<file path="config.mk">
export PLATFORM = sky130hd
export DESIGN_NAME = pc_control_flat
export DESIGN_NICKNAME = d
export VERILOG_FILES = /design/src/rtl/pc_control_if.sv /design/src/rtl/pc_control.sv /design/src/flat_wrapper.sv
export SDC_FILE = /design/constraint.sdc
export NUM_CORES = 1
export LEC_CHECK = 0
export BUFFER_PORTS_ARGS = -buffer_cell sky130_fd_sc_hd__buf_4
export CELL_PAD_IN_SITES_DETAIL_PLACEMENT = 0
export CELL_PAD_IN_SITES_GLOBAL_PLACEMENT = 2
export CORE_UTILIZATION = 29
export DETAILED_ROUTE_END_ITERATION = 8
export PLACE_DENSITY_LB_ADDON = 0.05
export SLEW_MARGIN = 15
export SYNTH_ARGS = -nofsm -noshare
export SYNTH_HDL_FRONTEND = slang
export SYNTH_SLANG_ARGS = --single-unit
</file>
<file path="constraint.sdc">
create_clock -name clk -period 5.6 [get_ports clk]
set_input_delay 0.56 -clock clk [delete_from_list [all_inputs] [get_ports clk]]
set_output_delay 0.56 -clock clk [all_outputs]
set_load 0.03 [all_outputs]
</file>
<file path="src/rtl/pc_control_if.sv">
// Decode/PC-stage bundle for pc_control: instruction fields in, fetch address and branch status out.
// master = decode side driving the instruction fields; slave = pc_control.
interface pc_control_if;
    logic [3:0]  opcode;
    logic [2:0]  cond;
    logic [8:0]  imm9;
    logic [15:0] rs_data;
    logic [2:0]  flags;
    logic        stall;
    logic [15:0] pc;
    logic [15:0] pc_plus2;
    logic        taken;
    logic        flush;
    logic        halted;

    modport master (
        output opcode, cond, imm9, rs_data, flags, stall,
        input  pc, pc_plus2, taken, flush, halted
    );

    modport slave (
        input  opcode, cond, imm9, rs_data, flags, stall,
        output pc, pc_plus2, taken, flush, halted
    );
endinterface

</file>
<file path="src/rtl/pc_control.sv">
// Program-counter stage: PC register, B/BR/PCS/HLT resolution and a RUN/HALTED state machine.
// Optional macro PC_BRANCH_STATS_EN adds br_count/br_seen saturating branch counters.
module pc_control #(
    parameter logic [15:0] RESET_PC = 16'h0000
) (
    input  logic            clk,
    input  logic            rst,
    pc_control_if.slave     bus
`ifdef PC_BRANCH_STATS_EN
    ,
    output logic [15:0]     br_count,
    output logic [15:0]     br_seen
`endif
);

    localparam logic [3:0] OP_B   = 4'b1100;
    localparam logic [3:0] OP_BR  = 4'b1101;
    localparam logic [3:0] OP_HLT = 4'b1111;

    typedef enum logic {
        RUN    = 1'b0,
        HALTED = 1'b1
    } state_t;

    state_t      state;
    logic [15:0] pc_q;
    logic        flush_q;
    logic [15:0] pc_plus2;
    logic [15:0] br_offset;
    logic [15:0] pc_next;
    logic        cond_true;
    logic        is_branch;
    logic        is_hlt;
    logic        active;
    logic        taken;
    logic        flag_v;
    logic        flag_n;
    logic        flag_z;

    assign flag_v = bus.flags[2];
    assign flag_n = bus.flags[1];
    assign flag_z = bus.flags[0];

    always_comb begin
        cond_true = 1'b0;
        case (bus.cond)
            3'b000:  cond_true = !flag_z;
            3'b001:  cond_true = flag_z;
            3'b010:  cond_true = !flag_z && !flag_n;
            3'b011:  cond_true = flag_n;
            3'b100:  cond_true = flag_z || (!flag_z && !flag_n);
            3'b101:  cond_true = flag_n || flag_z;
            3'b110:  cond_true = flag_v;
            default: cond_true = 1'b1;
        endcase
    end

    assign pc_plus2  = pc_q + 16'd2;
    // imm9 counts instructions: sign-extend then scale by 2 bytes.
    assign br_offset = {{6{bus.imm9[8]}}, bus.imm9, 1'b0};
    assign active    = (state == RUN) && !bus.stall;
    assign is_branch = (bus.opcode == OP_B) || (bus.opcode == OP_BR);
    assign is_hlt    = (bus.opcode == OP_HLT);
    assign taken     = is_branch && cond_true && active;

    always_comb begin
        pc_next = pc_plus2;
        if (taken) begin
            pc_next = (bus.opcode == OP_B) ? (pc_plus2 + br_offset) : bus.rs_data;
        end else if (is_hlt) begin
            pc_next = pc_q;
        end
    end

    always_ff @(posedge clk) begin
        if (rst) begin
            pc_q    <= RESET_PC;
            state   <= RUN;
            flush_q <= 1'b0;
        end else begin
            flush_q <= taken;
            if (active) begin
                pc_q <= pc_next;
                if (is_hlt) begin
                    state <= HALTED;
                end
            end
        end
    end

`ifdef PC_BRANCH_STATS_EN
    always_ff @(posedge clk) begin
        if (rst) begin
            br_count <= '0;
            br_seen  <= '0;
        end else if (active && is_branch) begin
            if (br_seen != '1) begin
                br_seen <= br_seen + 16'd1;
            end
            if (taken && (br_count != '1)) begin
                br_count <= br_count + 16'd1;
            end
        end
    end
`endif

    assign bus.pc       = pc_q;
    assign bus.pc_plus2 = pc_plus2;
    assign bus.taken    = taken;
    assign bus.flush    = flush_q;
    assign bus.halted   = (state == HALTED);

endmodule
</file>
<file path="src/flat_wrapper.sv">
// flat-port wrapper written by rule: the top's interface ports become plain ports
module pc_control_flat 
#(
    parameter logic [15:0] RESET_PC = 16'h0000
)
  (clk, rst, bus_opcode, bus_cond, bus_imm9, bus_rs_data, bus_flags, bus_stall, bus_pc, bus_pc_plus2, bus_taken, bus_flush, bus_halted);
  pc_control_if bus_i ();
  input  logic clk;
  input  logic rst;
  input wire logic [$bits(bus_i.opcode)-1:0] bus_opcode;
  input wire logic [$bits(bus_i.cond)-1:0] bus_cond;
  input wire logic [$bits(bus_i.imm9)-1:0] bus_imm9;
  input wire logic [$bits(bus_i.rs_data)-1:0] bus_rs_data;
  input wire logic [$bits(bus_i.flags)-1:0] bus_flags;
  input wire logic [$bits(bus_i.stall)-1:0] bus_stall;
  output wire logic [$bits(bus_i.pc)-1:0] bus_pc;
  output wire logic [$bits(bus_i.pc_plus2)-1:0] bus_pc_plus2;
  output wire logic [$bits(bus_i.taken)-1:0] bus_taken;
  output wire logic [$bits(bus_i.flush)-1:0] bus_flush;
  output wire logic [$bits(bus_i.halted)-1:0] bus_halted;
  assign bus_i.opcode = bus_opcode;
  assign bus_i.cond = bus_cond;
  assign bus_i.imm9 = bus_imm9;
  assign bus_i.rs_data = bus_rs_data;
  assign bus_i.flags = bus_flags;
  assign bus_i.stall = bus_stall;
  assign bus_pc = bus_i.pc;
  assign bus_pc_plus2 = bus_i.pc_plus2;
  assign bus_taken = bus_i.taken;
  assign bus_flush = bus_i.flush;
  assign bus_halted = bus_i.halted;
  pc_control #(.RESET_PC(RESET_PC)) u_core (.clk(clk), .rst(rst), .bus(bus_i));
endmodule
</file>
==> metrics.md, run 1 <==
| Metric | Value |
|---|---|
| Setup bufs post-CTS | 0 |
| First-pass GRT wire length | 11300 um |
| Critical Path Source Type | flip-flop |
| Via Count | 2375 |
| Final Hold Viols | 0 |
| Post-synth ARST share | 0 |
| Rows | 30 |
| R2R Path End | u_core.bus.pc[15]$_SDFFE_PP0P_ |
| Post-synth EDFFs | 0 |
| # diodes | 0 |
| Worst vdd ir | 0.0000891 V |
| Most frequent cell after synthesis | nand2_1 |
| Post-CTS Resized | 0 |
| Fill cells | 759 |
| Dominant cells by area after synthesis | dfxtp_1, ha_1, a21oi_1, nand2_1, o21ai_0 |
| Leakage | 0.00123 uW |
| RSZ-0062 raised after global routing | false |
| Yosys top cell area share | 0.170 |
| Max-cap violations | 0 |
| Syn_nets | 348 |
| Yosys reg bits | 18 |
| Mean Syn Cell Area | 7.30 sq um |
| CP Class | reg -> reg |
| Worst Hold Class | reg -> reg |
| Clk root buf | clkbuf_8 |
| Worst path arrival time | 3.39 ns |
| # hold bufs at CTS | 0 |
| Worst-path clk slew | 0.08 ns |
| Die Ht | 87.6 um |
| GR Overflow Total | 0 |
| Slowest cell on the critical path | dfxtp_1 |
| Skew-Pair Late Insertion Delay | 0.26 ns |
| Least-Margin Pin Slew | 0.920 ns |
| IO buf count | 72 |
| Reg2Reg Depth | 11 |
| Highest clock rate | 310 MHz |
| Mapped Cells | 291 |
| Period utilisation layout | 0.576 |
| DR WL/cell | 16.3 um |
| Final setup viols | 0 |
| Antenna violations before repair | 0 |
| Starting Density | 0.306 |
| Worst setup startpoint | u_core.bus.pc[1]$_SDFFE_PP0P_ |
| Die area | 0.00767 sq mm |
| CP Max Fanout | 7 |
| Max-slew violations | 0 |
| Synthesized cell area | 0.00212 sq mm |
| Area leader, netlist | dfxtp_1 |
| Area Overhead vs Synth | 30.6% |
| Fraction of layout cells with a size suffix above 1 | 0.241 |
| Sink Count | 18 |
| Endpoint class of the critical path | flip-flop |
| DR vias/cell | 5.29 |
| # DRC | 0 |
| CTS Buffer Depth | 2 |
| H-tree Lvls | 1 |
| Crit path to | u_core.bus.pc[15]$_SDFFE_PP0P_ |
| Detail Placement HPWL | 5510 um |
| Total track usage | 0.192 |
| Final Hold Slack | 0.502 ns |
| Clk_skew | 0.00306 ns |
| Routability congestion estimate | 0.782 |
| Fin Setup TNS | 0 ns |
| Flop2flop setup slack | 2.37 ns |
| Relative slew slack | 0.387 |
| Num CTS Buffers | 3 |
| R2r startpoint | u_core.bus.pc[1]$_SDFFE_PP0P_ |
| Post-Route WL | 7300 um |
| Ys flop type | dfxtp_1 |
| Sequential share of the synthesized area | 0.170 |
| Die width | 87.6 um |
| TritonCTS clock tree | yes |
| Placeable core area | 0.00694 sq mm |
| Remaining antenna violation count | 0 |
| First-pass DRT Iterations | 4 |
| Slowest stage delay, CP | 0.42 ns |
| Final nets | 411 |
| Largest net degree at the start of global routing | 28 |
| Min cycle time layout | 3.23 ns |
| Vias in the first global route | 2176 |
| Critical path cell sequence | ha_1 -> nand3_1 -> nor2_1 -> nand3_1 -> xnor2_1 -> ha_1 -> nand2_1 -> o21a_1 -> o21ai_0 -> or3_1 -> a31o_2 |
| Initial DRC Count | 131 |
| Library cells used by synthesis | 54 |
| CP required | 5.76 ns |
| Outcome | finished, final reports clean |
| Power Density | 138 mW/mm^2 |
| Io pins | 73 |
| Top cells by count, synth | nand2_1, a21oi_1, nor2_1, o21ai_0 |
| Warnings from Yosys | 0 |
[power breakdown]
| part | leakage [uW] | switching, uW | total, uW | internal [uW] |
|---|---|---|---|---|
| sequential | 0.000146 | 5.93 | 138 | 132 |
| clock | 0.0000288 | 49.4 | 112 | 62.6 |
| combinational | 0.00106 | 76.2 | 133 | 57.1 |
| total | 0.00123 | 132 | 383 | 251 |
[worst min path at each step]
| stage | startpoint | to | slack (ns) | depth (start not counted) |
|---|---|---|---|---|
| floorplan | u_core.bus.pc[0]$_SDFFE_PP0P_ | u_core.bus.pc[0]$_SDFFE_PP0P_ | 0.62 | 2 |
| global placement | u_core.bus.pc[0]$_SDFFE_PP0P_ | u_core.bus.pc[0]$_SDFFE_PP0P_ | 0.49 | 2 |
| detailed placement | u_core.bus.pc[0]$_SDFFE_PP0P_ | u_core.bus.pc[0]$_SDFFE_PP0P_ | 0.49 | 2 |
| CTS | u_core.bus.pc[0]$_SDFFE_PP0P_ | u_core.bus.pc[0]$_SDFFE_PP0P_ | 0.50 | 2 |
| global route | u_core.bus.pc[0]$_SDFFE_PP0P_ | u_core.bus.pc[0]$_SDFFE_PP0P_ | 0.55 | 2 |
| finish | u_core.bus.pc[0]$_SDFFE_PP0P_ | u_core.bus.pc[0]$_SDFFE_PP0P_ | 0.50 | 2 |
[cells by family after synthesis]
| logic type | Yosys count | synth area share |
|---|---|---|
| xor+xnor | 16 | 0.0660 |
| fa+ha+maj | 19 | 0.116 |
| flops | 18 | 0.170 |
| compound gates | 95 | 0.287 |
| buf+inv | 27 | 0.0560 |
| mux | 5 | 0.0236 |
| simple gates | 111 | 0.282 |
[per-layer routing]
layer	global-route usage	wire [um]	vias up
met2	0.330	3480	65
met5	0	0	-
met1	0.256	3430	1092
li1	-	-	1212
met3	0.0311	321	6
met4	0.0313	61	0
[flip-flops by register name, indices dropped and copies added, names as in the netlist]
name               flops
u_core.bus.pc         16
u_core.bus.flush       1
u_core.bus.halted      1
[layout by cell type (no fill, tap or decap), types with 2 or more instances in the layout]
cell,count
o21ai_0,20
and2_1,5
inv_1,11
o21a_1,6
clkbuf_8,4
nor2_1,20
nand4_1,7
a21oi_1,27
nor3_1,8
xnor2_1,11
o221ai_1,3
nand2_1,30
and4_1,5
nand2b_1,2
a31oi_1,5
nand3b_1,2
ha_1,18
o211ai_1,4
buf_4,73
dfxtp_1,18
or3_1,9
mux2i_1,5
a21o_1,7
nand3_1,11
a2111oi_0,2
a211oi_1,8
a41oi_1,3
xor2_1,5
nor4_1,2
[through the flow]
stage	total power [uW]	util	cell area (sq um)	worst slack [ns]	cells
after floorplan	220	-	2120	2.10	291
after global placement	276	0.391	2720	2.38	445
after detailed placement	275	0.391	2720	2.34	445
after CTS	387	0.399	2770	2.33	449
after global routing	403	0.399	2770	2.13	449
final	383	0.399	2770	2.37	449
[critical path, delay by kind of cell, from the launching register on]
family          cells  cell delay [ns]
simple gates        5             1.27
fa+ha+maj           2             0.57
xor+xnor            1             0.36
compound gates      3             0.51
flops               1             0.42
[final cells by class]
type | instances | area, sq um | share of cell area
multi-input combinational | 246 | 1640 | 0.593
tap | 96 | 120 | 0.0433
clock buffer | 4 | 55.1 | 0.0199
inverter | 12 | 45.0 | 0.0162
sequential | 18 | 360 | 0.130
timing repair buffer | 73 | 548 | 0.198
Note: power is estimated with default switching activity, not from simulation.
==> run 2, diff against run 1 <==
Settings changed: CORE_UTILIZATION 29 to 27.
Clock period 5.6 ns to 3.1 ns, I/O delays scaled along.
==> run 2 against run 1 <==
Clock power rose by 86%. Count of clock-buffer cells in the layout did not move. Worst setup slack got worse by 2.2 ns. Critical endpoint is now u_core.bus.pc[13]$_SDFFE_PP0P_. Highest routed layer unchanged.
==> metrics.md, run 2 (synthesis results as in run 1) <==
| Metric | Value |
|---|---|
| Max-slew violations | 0 |
| Die Ht | 90.7 um |
| Worst vdd ir | 0.000153 V |
| Io pins | 73 |
| Reg2Reg Depth | 11 |
| Rows | 31 |
| Slowest cell on the critical path | dfxtp_4 |
| Period utilisation layout | 0.932 |
| Highest clock rate | 346 MHz |
| Final Hold Viols | 0 |
| Setup bufs post-CTS | 0 |
| DP Area | 0.00299 sq mm |
| Final setup viols | 0 |
| DR vias/cell | 5.18 |
| Placeable core area | 0.00741 sq mm |
| Flop2flop setup slack | 0.21 ns |
| Hold Path Depth | 3 |
| CP Class | reg -> reg |
| Hold Path Sink | u_core.bus.pc[0]$_SDFFE_PP0P_ |
| Min-delay src | bus_rs_data[0] |
| M1 WL | 3600 um |
| Buf/Inv on CP | 0 |
| Initial DRC Count | 103 |
| Worst-path clk slew | 0.08 ns |
| Cell mode on critical path | a21oi_1 |
| Skew-Pair Late Insertion Delay | 0.26 ns |
| Routed wl met2 | 3530 um |
| Critical path depth | 11 |
| Antenna violations before repair | 0 |
| Top Metal Used | met4 |
| H-tree Lvls | 1 |
| Remaining antenna violation count | 0 |
| Starting Density | 0.287 |
| CP Max Fanout | 9 |
| Final worst slack | 0.209 ns |
| First-pass DRT Iterations | 4 |
| Max reg flops | 16 |
| GR Overflow Total | 0 |
| Endpoint class of the critical path | flip-flop |
| Sink Count | 18 |
| Clk root buf | clkbuf_8 |
| Critical path cell sequence | nand4_1 -> nor3_4 -> nand2_2 -> xnor2_4 -> ha_1 -> a21oi_1 -> o21a_1 -> nand2_1 -> o21ai_0 -> mux2i_1 -> a21oi_1 |
| Clk_skew | 0.00294 ns |
| Fin area | 0.00308 sq mm |
| CP required | 3.24 ns |
| Metal3 WL | 277 um |
| Num CTS Buffers | 3 |
| Min cycle time layout | 2.89 ns |
| Post-Route WL | 7510 um |
| # DRC | 0 |
| Relative slew slack | 0.590 |
| Leakage | 0.00139 uW |
| Most frequent cells in the layout | buf_4, nand2_1, a21oi_1 |
| CTS Buffer Depth | 2 |
| Fin Setup TNS | 0 ns |
| DR WL/cell | 16.2 um |
| First-pass GRT wire length | 12100 um |
| TritonCTS clock tree | yes |
| R2R Path End | u_core.bus.pc[13]$_SDFFE_PP0P_ |
| Leading cell type in the layout, fill and taps excluded | buf_4 |
| Power Density | 230 mW/mm^2 |
| Final Hold Slack | 0.304 ns |
| Worst path arrival time | 3.04 ns |
| Area Overhead vs Synth | 44.8% |
| Worst path top cell family by delay | compound AO/OA/AOI/OAI gates |
| Final nets | 424 |
| Die area | 0.00822 sq mm |
| Vias in the first global route | 2378 |
| Fraction of layout cells with a size suffix above 1 | 0.339 |
| Critical Path Source Type | flip-flop |
| R2r startpoint | u_core.bus.pc[5]$_SDFFE_PP0P_ |
| Worst slack, placed | 0.0662 ns |
| Detail Placement HPWL | 5820 um |
| Largest net degree at the start of global routing | 15 |
| Non-filler cells, final | 465 |
| Routability congestion estimate | 0.814 |
| Via Count | 2407 |
| # hold bufs at CTS | 0 |
| Total track usage | 0.185 |
| # diodes | 0 |
| Outcome | finished, final reports clean |
| Worst Hold Class | in -> reg |
| Placed Cells | 461 |
| Slowest stage delay, CP | 0.43 ns |
| Die width | 90.7 um |
| Max-cap violations | 0 |
| Post-CTS Resized | 0 |
| IO buf count | 72 |
| Least-Margin Pin Slew | 0.610 ns |
## run 2: per-stage QoR
stage               utilization  total power (uW)
finish                    0.415               708
global route              0.415               760
CTS                       0.411               715
detailed placement        0.403               504
global placement          0.403               506
floorplan                     -               405
## run 2: cell type report
type	count	area [sq um]
multi-input combinational	246	1830
sequential	18	374
inverter	12	45.0
tap	99	124
timing repair buffer	86	646
fill	799	4330
clock buffer	4	55.1
## run 2: tightest hold or removal path: stages
cell and delay [ns]:
buf_4 0.11, nand3_1 0.05, a21oi_1 0.05
## run 2: how the worst max path moves through the flow
| stage | end | start |
|---|---|---|
| final | u_core.bus.pc[13]$_SDFFE_PP0P_ | u_core.bus.pc[5]$_SDFFE_PP0P_ |
| after CTS | u_core.bus.pc[12]$_SDFFE_PP0P_ | u_core.bus.pc[1]$_SDFFE_PP0P_ |
| after detailed placement | u_core.bus.pc[12]$_SDFFE_PP0P_ | u_core.bus.pc[1]$_SDFFE_PP0P_ |
| after floorplan | u_core.bus.pc[15]$_SDFFE_PP0P_ | u_core.bus.pc[5]$_SDFFE_PP0P_ |
| after global placement | u_core.bus.pc[12]$_SDFFE_PP0P_ | u_core.bus.pc[1]$_SDFFE_PP0P_ |
| after global routing | u_core.bus.pc[13]$_SDFFE_PP0P_ | u_core.bus.pc[5]$_SDFFE_PP0P_ |
## run 2: report_power, final
group          switching (uW)  internal, uW  total (uW)  leakage, uW
clock                    94.6           113         208    0.0000288
sequential               11.4           238         249     0.000150
combinational             141           110         251      0.00121
## run 2: per-layer routing
metal	track usage	up-vias
met5	0	-
met1	0.254	1099
met4	0.0511	0
li1	-	1240
met3	0.0194	7
met2	0.304	61
==> run 3, diff against run 2 <==
Settings changed: CORE_UTILIZATION 27 to 25.
Clock period 3.1 ns to 2.32 ns, I/O delays scaled along.
==> run 3 against run 2 <==
The run now ends with setup timing left. Maximum frequency is 11% higher. First-iteration DRC count rose by 51%. Combinational power grew 83%. Clock power rose by 37%. Register-to-register slack got worse by 0.50 ns. Count of clock-buffer cells in the layout did not move. Worst hold slack worse by 0.079 ns. Routed wire length grew 14%. Largest cell class unchanged.
==> metrics.md, run 3 (synthesis results as in run 1) <==
| Metric | Value |
|---|---|
| Worst Hold Class | in -> reg |
| CP Class | reg -> reg |
| # diodes | 0 |
| Total track usage | 0.201 |
| Relative slew slack | 0.597 |
| Critical Path Source Type | flip-flop |
| Antenna violations before repair | 0 |
| Io pins | 73 |
| Remaining antenna violation count | 0 |
| Worst vdd ir | 0.000217 V |
| Num CTS Buffers | 3 |
| Leading cell type in the layout, fill and taps excluded | buf_4 |
| Largest net degree at the start of global routing | 18 |
| # DRC | 0 |
| Least-Margin Pin Slew | 0.603 ns |
| RSZ-0062 raised after global routing | true |
| First-pass GRT wire length | 13600 um |
| Clk_skew | 0.00804 ns |
| Initial DRC Count | 156 |
| Detail Placement HPWL | 6630 um |
| GR Overflow Total | 0 |
| Vias in the first global route | 2699 |
| Fin Setup TNS | -1.54 ns |
| Reg2Reg Depth | 10 |
| Most frequent cells in the layout | buf_4, nand2_1, a21oi_1 |
| Max-slew violations | 0 |
| Period utilisation layout | 1.13 |
| Area Overhead vs Synth | 86.2% |
| Final nets | 493 |
| Endpoint class of the critical path | flip-flop |
| H-tree Lvls | 1 |
| Fill cells | 845 |
| CP required | 2.48 ns |
| # hold bufs at CTS | 0 |
| TritonCTS clock tree | yes |
| Final setup viols | 7 |
| Worst-path clk slew | 0.09 ns |
| Post-Route WL | 8590 um |
| DP Area | 0.00362 sq mm |
| Routability congestion estimate | 0.817 |
| Min cycle time layout | 2.61 ns |
| CP Max Fanout | 4 |
| Hold Path Depth | 3 |
| Max-cap violations | 0 |
| DR vias/cell | 5.12 |
| Die area | 0.00887 sq mm |
| Placeable core area | 0.00822 sq mm |
| Clk root buf | clkbuf_8 |
| DR WL/cell | 15.9 um |
| Final worst slack | -0.294 ns |
| Rows | 33 |
| Leakage | 0.00182 uW |
| Die Ht | 94.2 um |
| Fraction of layout cells with a size suffix above 1 | 0.522 |
| Max reg flops | 16 |
| Sink Count | 18 |
| IO buf count | 72 |
| Final Hold Viols | 0 |
| Outcome | finished, violations left |
| Power Density | 270 mW/mm^2 |
| Highest clock rate | 383 MHz |
| CTS Buffer Depth | 2 |
| Skew-Pair Late Insertion Delay | 0.26 ns |
| Worst path arrival time | 2.77 ns |
| Fin area | 0.00395 sq mm |
| First-pass DRT Iterations | 4 |
| Starting Density | 0.258 |
| Die width | 94.2 um |
| Via Count | 2766 |
| Failing checks | setup timing |
## run 3: cell count changes in the layout (fill, tap and decap cells not counted), moves of 4 or more
cell     change
buf_6        +5
ha_1         -8
a21oi_2      +4
ha_4         +8
dfxtp_4      +4
a21oi_1      -5
buf_4       +62
## run 3: final timing paths
path	from	to	slack [ns]
hold / removal	bus_rs_data[0]	u_core.bus.pc[0]$_SDFFE_PP0P_	0.22
setup reg to reg	u_core.bus.pc[1]$_SDFFE_PP0P_	u_core.bus.pc[15]$_SDFFE_PP0P_	-0.29
hold reg to reg	u_core.bus.pc[0]$_SDFFE_PP0P_	u_core.bus.pc[0]$_SDFFE_PP0P_	0.50
setup / recovery	u_core.bus.pc[1]$_SDFFE_PP0P_	u_core.bus.pc[15]$_SDFFE_PP0P_	-0.29
## run 3: repair_timing
item,in CTS,in global routing
buffers inserted,5,5
pin swaps,15,13
setup endpoints to repair,9,12
gates resized for setup,22,22
## run 3: metrics by stage
step                      total power, uW   util  setup WS (ns)  cells  hold WS [ns]
after global routing                 1140  0.481         -0.429    540         0.246
after CTS                            1060  0.466         -0.264    535         0.222
after global placement                748  0.441         -0.340    526         0.482
after floorplan                       557      -         -0.781    291         0.316
after detailed placement              747  0.441         -0.365    526         0.487
final                                1070  0.481         -0.294    540         0.225
## run 3: cell type report
cell class,count,area [sq um],area share
repair buffers,155,1210,0.305
multi-input cells,246,2130,0.538
inverters,12,47.5,0.0120
clock buffers,4,55.1,0.0139
flip-flops and latches,18,385,0.0975
well taps,105,131,0.0332
## run 3: routing by layer
layer  GRT usage  part of all wire
met1       0.254              0.45
met2       0.356              0.49
met3      0.0218             0.042
met4      0.0577             0.021
met5           0                 0
## run 3: worst max-delay path, cell delays in order (launching register included)
cell	delay (ns)
dfxtp_4	0.37
ha_4	0.17
buf_6	0.12
xor2_4	0.15
ha_4	0.25
nor2b_4	0.13
o211ai_1	0.32
a31oi_2	0.20
o21a_1	0.21
or3_1	0.37
a31o_2	0.20
## run 3: where the power goes
group | leakage, uW | switching [uW] | internal [uW] | total, uW
registers | 0.000151 | 10.1 | 315 | 325
clock network | 0.0000288 | 133 | 151 | 284
logic | 0.00164 | 235 | 224 | 459
total | 0.00182 | 377 | 690 | 1070
